### src/rtl/dmux12_pkg.sv
// Shared definitions for the dmux12 1:2 TDM demultiplexer: FSM encoding, slot codes,
// default sample width.
package dmux12_pkg;

    localparam int unsigned DMUX12_WIDTH = 8;

    localparam logic [1:0] IDLE  = 2'b00;
    localparam logic [1:0] EXP_A = 2'b01;
    localparam logic [1:0] EXP_B = 2'b10;

    localparam logic SLOT_A = 1'b0;
    localparam logic SLOT_B = 1'b1;

endpackage

### src/rtl/dmux12_slot_ctrl.sv
// Slot-tracking FSM for dmux12_tdm: decides which channel register loads on each accepted
// sample, produces the expected-slot indicator and the sticky sync-error flag.
module dmux12_slot_ctrl
    import dmux12_pkg::*;
(
    input  logic CLK,
    input  logic RSTbar,
    input  logic accept,
    input  logic FSYNC,
    output logic load_a,
    output logic load_b,
    output logic pair,
    output logic SEL,
    output logic ERR
);

    logic [1:0] state_q, state_d;
    logic       err_q, err_d;

    always_comb begin
        state_d = state_q;
        err_d   = err_q;
        load_a  = 1'b0;
        load_b  = 1'b0;
        pair    = 1'b0;
        case (state_q)
            IDLE: begin
                // Samples without frame sync are dropped silently until alignment is found.
                if (accept && FSYNC) begin
                    load_a  = 1'b1;
                    state_d = EXP_B;
                end
            end
            EXP_B: begin
                if (accept) begin
                    if (!FSYNC) begin
                        load_b  = 1'b1;
                        pair    = 1'b1;
                        state_d = EXP_A;
                    end else begin
                        // Premature frame start: restart the frame on this A sample.
                        load_a  = 1'b1;
                        err_d   = 1'b1;
                    end
                end
            end
            EXP_A: begin
                if (accept) begin
                    if (FSYNC) begin
                        load_a  = 1'b1;
                        state_d = EXP_B;
                    end else begin
                        err_d   = 1'b1;
                        state_d = IDLE;
                    end
                end
            end
            default: state_d = IDLE;
        endcase
    end

    always_ff @(posedge CLK or negedge RSTbar) begin
        if (!RSTbar) begin
            state_q <= IDLE;
            err_q   <= 1'b0;
        end else begin
            state_q <= state_d;
            err_q   <= err_d;
        end
    end

    assign SEL = (state_q == EXP_B) ? SLOT_B : SLOT_A;
    assign ERR = err_q;

endmodule

### src/rtl/dmux12_tdm.sv
// Clocked 1:2 time-division demultiplexer: splits an A/B interleaved stream into two
// channel registers with strobes. Optional parity check enabled by DMUX12_PARITY_EN.
module dmux12_tdm
    import dmux12_pkg::*;
#(
    parameter int unsigned WIDTH = DMUX12_WIDTH
) (
    input  logic             CLK,
    input  logic             RSTbar,
    input  logic             Gbar,
    input  logic [WIDTH-1:0] D,
    input  logic             DV,
    input  logic             FSYNC,
`ifdef DMUX12_PARITY_EN
    input  logic             DP,
    output logic             PERR,
`endif
    output logic [WIDTH-1:0] YA,
    output logic [WIDTH-1:0] YB,
    output logic             VA,
    output logic             VB,
    output logic             PV,
    output logic             SEL,
    output logic             ERR
);

    logic             present;
    logic             accept;
    logic             load_a, load_b, pair;
    logic [WIDTH-1:0] ya_q, ya_d;
    logic [WIDTH-1:0] yb_q, yb_d;
    logic             va_q, va_d;
    logic             vb_q, vb_d;
    logic             pv_q, pv_d;

    assign present = !Gbar && DV;

`ifdef DMUX12_PARITY_EN
    logic par_ok;
    logic perr_q, perr_d;

    // Even parity: DP makes the total number of ones across D and DP even.
    assign par_ok = ((^D) == DP);
    assign accept = present && par_ok;
    assign perr_d = present && !par_ok;

    always_ff @(posedge CLK or negedge RSTbar) begin
        if (!RSTbar) begin
            perr_q <= 1'b0;
        end else begin
            perr_q <= perr_d;
        end
    end

    assign PERR = perr_q;
`else
    assign accept = present;
`endif

    dmux12_slot_ctrl u_slot_ctrl (
        .CLK    (CLK),
        .RSTbar (RSTbar),
        .accept (accept),
        .FSYNC  (FSYNC),
        .load_a (load_a),
        .load_b (load_b),
        .pair   (pair),
        .SEL    (SEL),
        .ERR    (ERR)
    );

    always_comb begin
        ya_d = ya_q;
        yb_d = yb_q;
        if (load_a) begin
            ya_d = D;
        end
        if (load_b) begin
            yb_d = D;
        end
        va_d = load_a;
        vb_d = load_b;
        pv_d = pair;
    end

    always_ff @(posedge CLK or negedge RSTbar) begin
        if (!RSTbar) begin
            ya_q <= '0;
            yb_q <= '0;
            va_q <= 1'b0;
            vb_q <= 1'b0;
            pv_q <= 1'b0;
        end else begin
            ya_q <= ya_d;
            yb_q <= yb_d;
            va_q <= va_d;
            vb_q <= vb_d;
            pv_q <= pv_d;
        end
    end

    assign YA = ya_q;
    assign YB = yb_q;
    assign VA = va_q;
    assign VB = vb_q;
    assign PV = pv_q;

endmodule

### config.mk
export PLATFORM = sky130hd
export DESIGN_NAME = dmux12_tdm
export DESIGN_NICKNAME = d
export VERILOG_FILES = /design/src/rtl/dmux12_pkg.sv /design/src/rtl/dmux12_slot_ctrl.sv /design/src/rtl/dmux12_tdm.sv
export SDC_FILE = /design/constraint.sdc
export NUM_CORES = 1
export LEC_CHECK = 0
export BUFFER_PORTS_ARGS = -buffer_cell sky130_fd_sc_hd__buf_2
export CAP_MARGIN = 20
export CELL_PAD_IN_SITES_DETAIL_PLACEMENT = 0
export CELL_PAD_IN_SITES_GLOBAL_PLACEMENT = 1
export CORE_MARGIN = 5
export CORE_UTILIZATION = 37
export DETAILED_ROUTE_END_ITERATION = 10
export GPL_TIMING_DRIVEN = 0
export PLACE_DENSITY_LB_ADDON = 0.1
export RECOVER_POWER = 25
export SLEW_MARGIN = 20
export SYNTH_ARGS = -nofsm -noshare
export SYNTH_HDL_FRONTEND = slang
export SYNTH_SLANG_ARGS = --single-unit
### constraint.sdc
create_clock -name CLK -period 2.39 [get_ports CLK]
set_clock_uncertainty 0.05 [all_clocks]
set_input_delay 0.239 -clock CLK [delete_from_list [all_inputs] [get_ports CLK]]
set_output_delay 0.239 -clock CLK [all_outputs]
set_load 0.005 [all_outputs]
## Word level (Yosys, flattened, before mapping)

Index checks and enable logic that the tools add are counted.

- Mux-type cells: 19
- Reductions and logical operators: 8
- Equality and inequality tests: 8

Operators with widths:

| cell | number |
|---|---|
| 1-bit two-way mux | 11 |
| 2-bit two-way mux | 5 |
| 2-bit by 1-bit inequality test with 1-bit output (second input constant) | 3 |
| 2-bit inequality test (second input constant) | 3 |
| 2-bit case mux with 3 select lines | 1 |
| 5-bit AND reduction | 1 |
| 1-bit case mux with 2 select lines | 2 |
| 4-bit AND reduction | 1 |
| 2-bit by 1-bit == test with 1-bit output (second input constant) | 1 |
| 2-bit == test (second input constant) | 1 |
| 1-bit logical AND | 2 |
| 2-bit zero test | 1 |
| 2-bit nonzero test | 1 |
| 2-bit OR reduction | 1 |
| 1-bit zero test | 1 |

- Register bits after elaboration: 21
- Input port bits: 13
- Word-level logic and storage cells: 41
- Output and inout port bits: 21

## Depth between registers and ports, before layout

Gate-level depths: netlist (run 1).

- Depth after elaboration: 5
- Mapped depth: 5
- Depth with buffers taken out: 5

## Cells and area by module

A second synthesis (run 1) with hierarchy kept.

- Cells, all modules: 67
- Area, all modules: 1,028.5 um2

Modules (own cells, without submodules):

| module | cells an instance | area an instance (um2) | seq. area each (um2) | times used |
|---|---|---|---|---|
| dmux12_tdm | 38 | 744.5 | 475.5 | 1 |
| dmux12_slot_ctrl | 29 | 284.0 | 75.1 | 1 |

## Least setup slack after synthesis (run 1)

Ideal clock, no wire load.

- Kind: reg2reg
- Start point: register u_slot_ctrl.state_q[0]
- End point: register u_slot_ctrl.state_q[0]
- Clock period less this slack: 1.742 ns
- Slack: 0.648 ns
- Path buffers: 0
- Data arrival time: 1.567 ns
- Library setup time: 0.125 ns
- Cell stages (with the launch flop): 6
- Data required time: 2.215 ns
- Cell sequence: dfrtp_1 > inv_1 > ha_1 > or2_2 > a221oi_2 > mux2_2

- Word-level cells in the longest chain between the ends: 3
- Elaborated cells between the ends (all ways): 9
- Classes of those cells: 6 x eq/ne; 1 x mux; 2 x reduce/logical

RTL lines:

| item | line | source |
|---|---|---|
| start, declared | dmux12_slot_ctrl.sv:17 | `logic [1:0] state_q, state_d;` |
| start signal, assigned | dmux12_slot_ctrl.sv:67 | `state_q <= state_d;` |
| 2-bit == test (tied with other cells) | dmux12_slot_ctrl.sv:26 | `case (state_q)` |
| 2-bit inequality test (no line) / 2-bit by 1-bit inequality test with 1-bit output (equally long branches) | n/a |  |
| 4-bit AND reduction (no line) | n/a |  |

Parallel ways exist; a longest one is shown, timed or not.
A chain may end at the register's enable or synchronous reset.

## Worst setup path in the final report (run 1)

- Start point: register u_slot_ctrl.state_q[0]
- End point: register u_slot_ctrl.state_q[1]

The elaborated chain is that of the path after synthesis.

==> results.txt, run 1 <==
status -> finished clean
largest net degree at the start of global routing -> 22
DP HPWL -> 1269 µm
TritonRoute pass-1 iters -> 3
met3 Use GR -> 4.968%
Setup CP Type -> reg -> reg
vias in the first global route -> 620
GRT Residual Overflow -> 0
initial antenna violation count -> 0
drt drc -> 0
clock root buffer -> clkbuf_4
met2 usage in global routing -> 15.43%
Syn Nets -> 80
fin util -> 47.58%
placed cell count -> 125
die area -> 0.003578 mm²
gpl congestion -> 0.6874
FF-to-FF path depth -> 5
worst flop-to-flop path startpoint -> u_slot_ctrl.state_q[0]
clk_lat worst skew -> 0.30 ns
RSZ-0062 raised after global routing -> no
Max VDD drop -> 0.6760 mV
relative slew slack -> 26.18%
Die X -> 59.82 µm
GR Util All Layers -> 10.23%
number of port buffers -> 33
Ant. Diodes -> 0
Startpoint Class -> register
first-pass GRT wire length -> 2697 µm
worst hold-check path type -> in -> reg
fin. max-slew vios -> 0
Routed Antenna Nets -> 0
CTS buffer count -> 3
clock-pin slew on the worst setup and hold paths -> 0.12 ns
CTS tree -> built
Setup violations, final -> 0
CTS Buffer Depth -> 2
Starting Density -> 37.76%
Leak -> 0.5720 nW
Post-Syn Area -> 918.4 µm²
Ports -> 34
worst hold slack -> 0.1232 ns
Layout Cells excl Fill -> 130
CP endpoint kind -> register
Post-CTS Resized -> 0
nets -> 119
Syn Inst Count -> 62
period utilization -> 77.54%
Yosys warning count -> 0
shortest period the worst path allows -> 1.853 ns
met1 Use GR -> 13.01%
die height -> 59.82 µm
Worst Path Arrival -> 2.00 ns
Req. time, crit path -> 2.54 ns
most common cell after layout, fill and taps aside -> buf_2
DR vias -> 609
Syn Area/Cell -> 14.81 µm²
CTS H-tree depth -> 1
area share of the largest cell type after synthesis -> 57.22%
CP startpoint -> u_slot_ctrl.state_q[0]
routed vias/inst -> 4.685
final wirelength -> 1627 µm
Worst Path Max Fanout -> 5
Clock Sinks -> 21
setup TNS -> 0 ns
Cell Pwr Density -> 1113 mW/mm²
FMAX -> 539.6 MHz
Area growth syn-to-layout -> 26.02%
sequential element share of the synthesized area -> 57.22%
Fin. Hold Viols -> 0
post-synth cell types -> 17
top cell type by total area after synthesis -> dfrtp_1
Worst setup endpoint -> u_slot_ctrl.state_q[1]
Yosys reg bits -> 21
max-cap check violation count -> 0
std cell rows -> 18
reg-to-reg endpoint -> u_slot_ctrl.state_q[1]
layout cells sized above 1 -> 60.00%
busiest grt layer -> met2
FF-to-FF setup slack -> 0.54 ns
commonest cells after routing, fill and taps aside -> buf_2, dfrtp_1, mux2_2, ha_1
1st-iter DRT viols -> 8
CORE AREA -> 0.002432 mm²
wire per inst -> 12.52 µm
top area cells in the synthesized netlist -> dfrtp_1, mux2_2, ha_1
Worst-Margin Slew -> 1.107 ns
## power by group
part	internal, W	total [W]	leakage (nW)	switching, W
sequential	0.000511	0.000590	0.254	0.0000792
clock	0.0000623	0.000162	0.0177	0.000100
combinational	0.000311	0.000536	0.300	0.000224
total	0.000884	0.00129	0.572	0.000404
## worst min path at each step
stage / startpoint / endpoint / slack, ns / cells after the start
6_report: D[4] / YB[4] / 0.12 / 2
5_1_grt: D[0] / YA[0] / 0.10 / 2
4_1_cts: D[4] / YB[4] / 0.11 / 2
3_5_place_dp: RSTbar / u_slot_ctrl.ERR / 0.17 / 1
3_3_place_gp: RSTbar / u_slot_ctrl.ERR / 0.17 / 1
2_1_floorplan: RSTbar / PV / -0.11 / 0
## per-layer routing
| layer | vias to the layer above | wire [µm] |
|---|---|---|
| met5 | - | 0 |
| met4 | 0 | 15 |
| met3 | 2 | 154 |
| met2 | 23 | 757 |
| met1 | 293 | 700 |
| li1 | 291 | - |
## critical path, stage by stage, from the launching register on
cell	delay (ns)
dfrtp_1	0.41
inv_1	0.09
ha_1	0.25
or2_2	0.29
a221oi_2	0.29
mux2_2	0.37
## cells in the mapped netlist
library cell / number
dfrtp_1: 21
and2_1: 1
nor3b_1: 1
a221oi_2: 1
nor2_1: 2
inv_1: 3
nand2b_1: 1
a311o_1: 1
ha_1: 5
nor4_1: 1
nand3b_2: 1
or2_2: 1
nor3_4: 1
buf_4: 2
nand2_1: 1
mux2_2: 18
a21oi_1: 1
## flip-flops by register name, indices dropped and copies added, names as in the netlist
register / count
u_slot_ctrl.state_q: 2
PV: 1
YA: 8
YB: 8
VA: 1
u_slot_ctrl.ERR: 1
## cell families (layout without fill, tap and decap cells)
group / Yosys count / after routing / synth area share (%)
multiplexers: 18 / 18 / 22.07
buffers and inverters: 5 / 43 / 2.860
AND/OR/NAND/NOR: 10 / 10 / 7.768
adder cells (fa/ha/maj): 5 / 5 / 6.812
flip-flops: 21 / 21 / 57.22
AO/OA/AOI/OAI: 3 / 3 / 3.269
## cell type report
class	count	area, µm²
fill	231	1275
sequential	21	525.5
multi-input combinational	36	366.6
timing repair buffer	34	173.9
tap	30	37.54
clock buffer	3	22.52
buffer	2	15.01
inverter	3	11.26
clock inverter	1	5.005
## repair_timing
action,4_1_cts,5_1_grt
hold buffers,1,0
setup buffers,0,0
hold endpoints to repair,21,0
## metrics by stage
stage	power, W	setup slack [ns]	instance area [µm²]
global placement	0.001139	0.5271	1121
floorplan	0.0009236	0.6481	918.4
finish	0.001288	0.5368	1157
detailed placement	0.001149	0.5297	1121
CTS	0.001319	0.5143	1159
global route	0.001407	0.4375	1157
Power figures use the tool's default switching activity.
==> inputs of run 2 (changes only) <==
--- a/config.mk
+++ b/config.mk
@@ -10,7 +10,7 @@
 export CELL_PAD_IN_SITES_DETAIL_PLACEMENT = 0
 export CELL_PAD_IN_SITES_GLOBAL_PLACEMENT = 1
 export CORE_MARGIN = 5
-export CORE_UTILIZATION = 37
+export CORE_UTILIZATION = 33
 export DETAILED_ROUTE_END_ITERATION = 10
 export GPL_TIMING_DRIVEN = 0
 export PLACE_DENSITY_LB_ADDON = 0.1
==> constraint.sdc (replaced) <==
create_clock -name CLK -period 1.55 [get_ports CLK]
set_clock_uncertainty 0.05 [all_clocks]
set_input_delay 0.155 -clock CLK [delete_from_list [all_inputs] [get_ports CLK]]
set_output_delay 0.155 -clock CLK [all_outputs]
set_load 0.005 [all_outputs]
==> results.txt, run 2 (same netlist as run 1, synthesis figures left out) <==
Ports -> 34
worst flop-to-flop path startpoint -> u_slot_ctrl.state_q[1]
Req. time, crit path -> 1.69 ns
fin util -> 50.18%
Filler Cell Count -> 254
FMAX -> 581.1 MHz
DP HPWL -> 1331 µm
met2 wire len -> 951 µm
gpl congestion -> 0.7518
RSZ-0062 raised after global routing -> yes
worst hold-check path type -> in -> reg
CTS buffer count -> 3
CP startpoint -> u_slot_ctrl.state_q[1]
nets -> 126
GR Util All Layers -> 10.36%
CORE AREA -> 0.002710 mm²
Fin. Hold Viols -> 0
Setup violations, final -> 10
Worst Path Max Fanout -> 4
crit-path max cell delay -> 0.44 ns
fin. max-slew vios -> 0
Die X -> 62.76 µm
DR vias -> 636
Max VDD drop -> 0.9415 mV
met3 wire len -> 155 µm
Area growth syn-to-layout -> 48.09%
Clock Power Share -> 10.6%
power share of the combinational group -> 50.8%
Routed Antenna Nets -> 0
largest net degree at the start of global routing -> 22
clock-pin slew on the worst setup and hold paths -> 0.12 ns
Startpoint Class -> register
clock root buffer -> clkbuf_4
CP max-delay cell -> dfrtp_2
routed vias/inst -> 4.609
CP Depth -> 5
die area -> 0.003938 mm²
Leak -> 0.6772 nW
relative slew slack -> 65.93%
Max Used Layer -> met4
initial antenna violation count -> 0
1st-iter DRT viols -> 20
Int Power -> 0.001671 W
Cell Pwr Density -> 1794 mW/mm²
Critical Path, Cell by Cell -> inv_2 -> ha_4 -> or2_4 -> a221oi_4 -> mux2_4
Sw Ratio -> 31.52%
Largest delay share family, worst path -> flip-flops
Clock Sinks -> 21
commonest cells after routing, fill and taps aside -> buf_2, dfrtp_1, mux2_4, buf_4, clkbuf_4
failing checks -> negative setup slack
Setup CP Type -> reg -> reg
Final WS setup -> -0.1710 ns
setup TNS -> -1.352 ns
clk_lat worst skew -> 0.29 ns
drt drc -> 0
wire per inst -> 14.94 µm
FF+latch area -> 528.0 µm²
CTS H-tree depth -> 1
die height -> 62.76 µm
final wirelength -> 2062 µm
worst path bufs/invs -> 1
pre-CTS setup slack -> -0.3456 ns
most common cell after layout, fill and taps aside -> buf_2
Worst setup endpoint -> u_slot_ctrl.state_q[0]
Psw -> 0.0007690 W
FF-to-FF setup slack -> -0.17 ns
WL met1 -> 933 µm
Worst-Margin Slew -> 0.5111 ns
reg-to-reg endpoint -> u_slot_ctrl.state_q[0]
status -> finished, violations left
Ant. Diodes -> 0
CP endpoint kind -> register
CTS tree -> built
shortest period the worst path allows -> 1.721 ns
first-pass GRT wire length -> 3263 µm
sequential fraction of design power -> 38.6%
Multi-input gate area -> 489.2 µm²
CTS Buffer Depth -> 2
Starting Density -> 33.89%
std cell rows -> 19
number of port buffers -> 33
Worst Path Arrival -> 1.86 ns
TritonRoute pass-1 iters -> 3
GRT Residual Overflow -> 0
vias in the first global route -> 694
max-cap check violation count -> 0
period utilization -> 111.0%
layout cells sized above 1 -> 71.96%
FF-to-FF path depth -> 5
run 2: power by group through the flow:
stage	logic (W)	registers, W	clock network [W]
finish	0.00124	0.000943	0.000258
global placement	0.000907	0.000927	0
detailed placement	0.000910	0.000933	0
floorplan	0.000542	0.000948	0
CTS	0.00106	0.000918	0.000281
global route	0.00135	0.000992	0.000298
run 2: what timing repair did:
| item | 4_1_cts | 5_1_grt |
|---|---|---|
| pin swaps | 2 | 5 |
| endpoints found under the setup margin | 19 | 18 |
| buffers inserted | 4 | 2 |
| gates cloned | 1 | 0 |
| hold buffers | 1 | 0 |
| resized for setup | 7 | 21 |
| endpoints found under the hold margin | 21 | 0 |
run 2: final cells by class:
type / count / area share, %
clock buffers: 3 / 1.656
flip-flops and latches: 21 / 38.82
well taps: 31 / 2.852
multi-input cells: 36 / 35.97
clock inverters: 1 / 0.3680
plain buffers: 2 / 1.380
repair buffers: 41 / 17.94
inverters: 3 / 1.012
run 2: routing by layer:
layer	global-route usage, %	up-vias
li1	-	304
met5	0	-
met2	16.19	19
met3	3.777	2
met4	4.775	0
met1	12.64	311
run 2: worst min path at each step:
stage | depth (start not counted) | slack (ns) | from | to
3_5_place_dp | 1 | 0.09 | RSTbar | u_slot_ctrl.ERR
4_1_cts | 2 | 0.02 | D[3] | YA[3]
2_1_floorplan | 0 | -0.19 | RSTbar | PV
5_1_grt | 2 | 0.02 | D[5] | YA[5]
3_3_place_gp | 1 | 0.09 | RSTbar | u_slot_ctrl.ERR
6_report | 2 | 0.04 | D[5] | YA[5]
run 2: metrics by stage:
step	power, W	hold WS (ns)	std cells	cell area, µm²
final	0.002440	0.04342	138	1360
after global routing	0.002637	0.01928	138	1360
after detailed placement	0.001844	0.08881	126	1149
after CTS	0.002258	0.01900	136	1260
after floorplan	0.001490	-0.1906	62	944.7
after global placement	0.001834	0.08769	126	1149
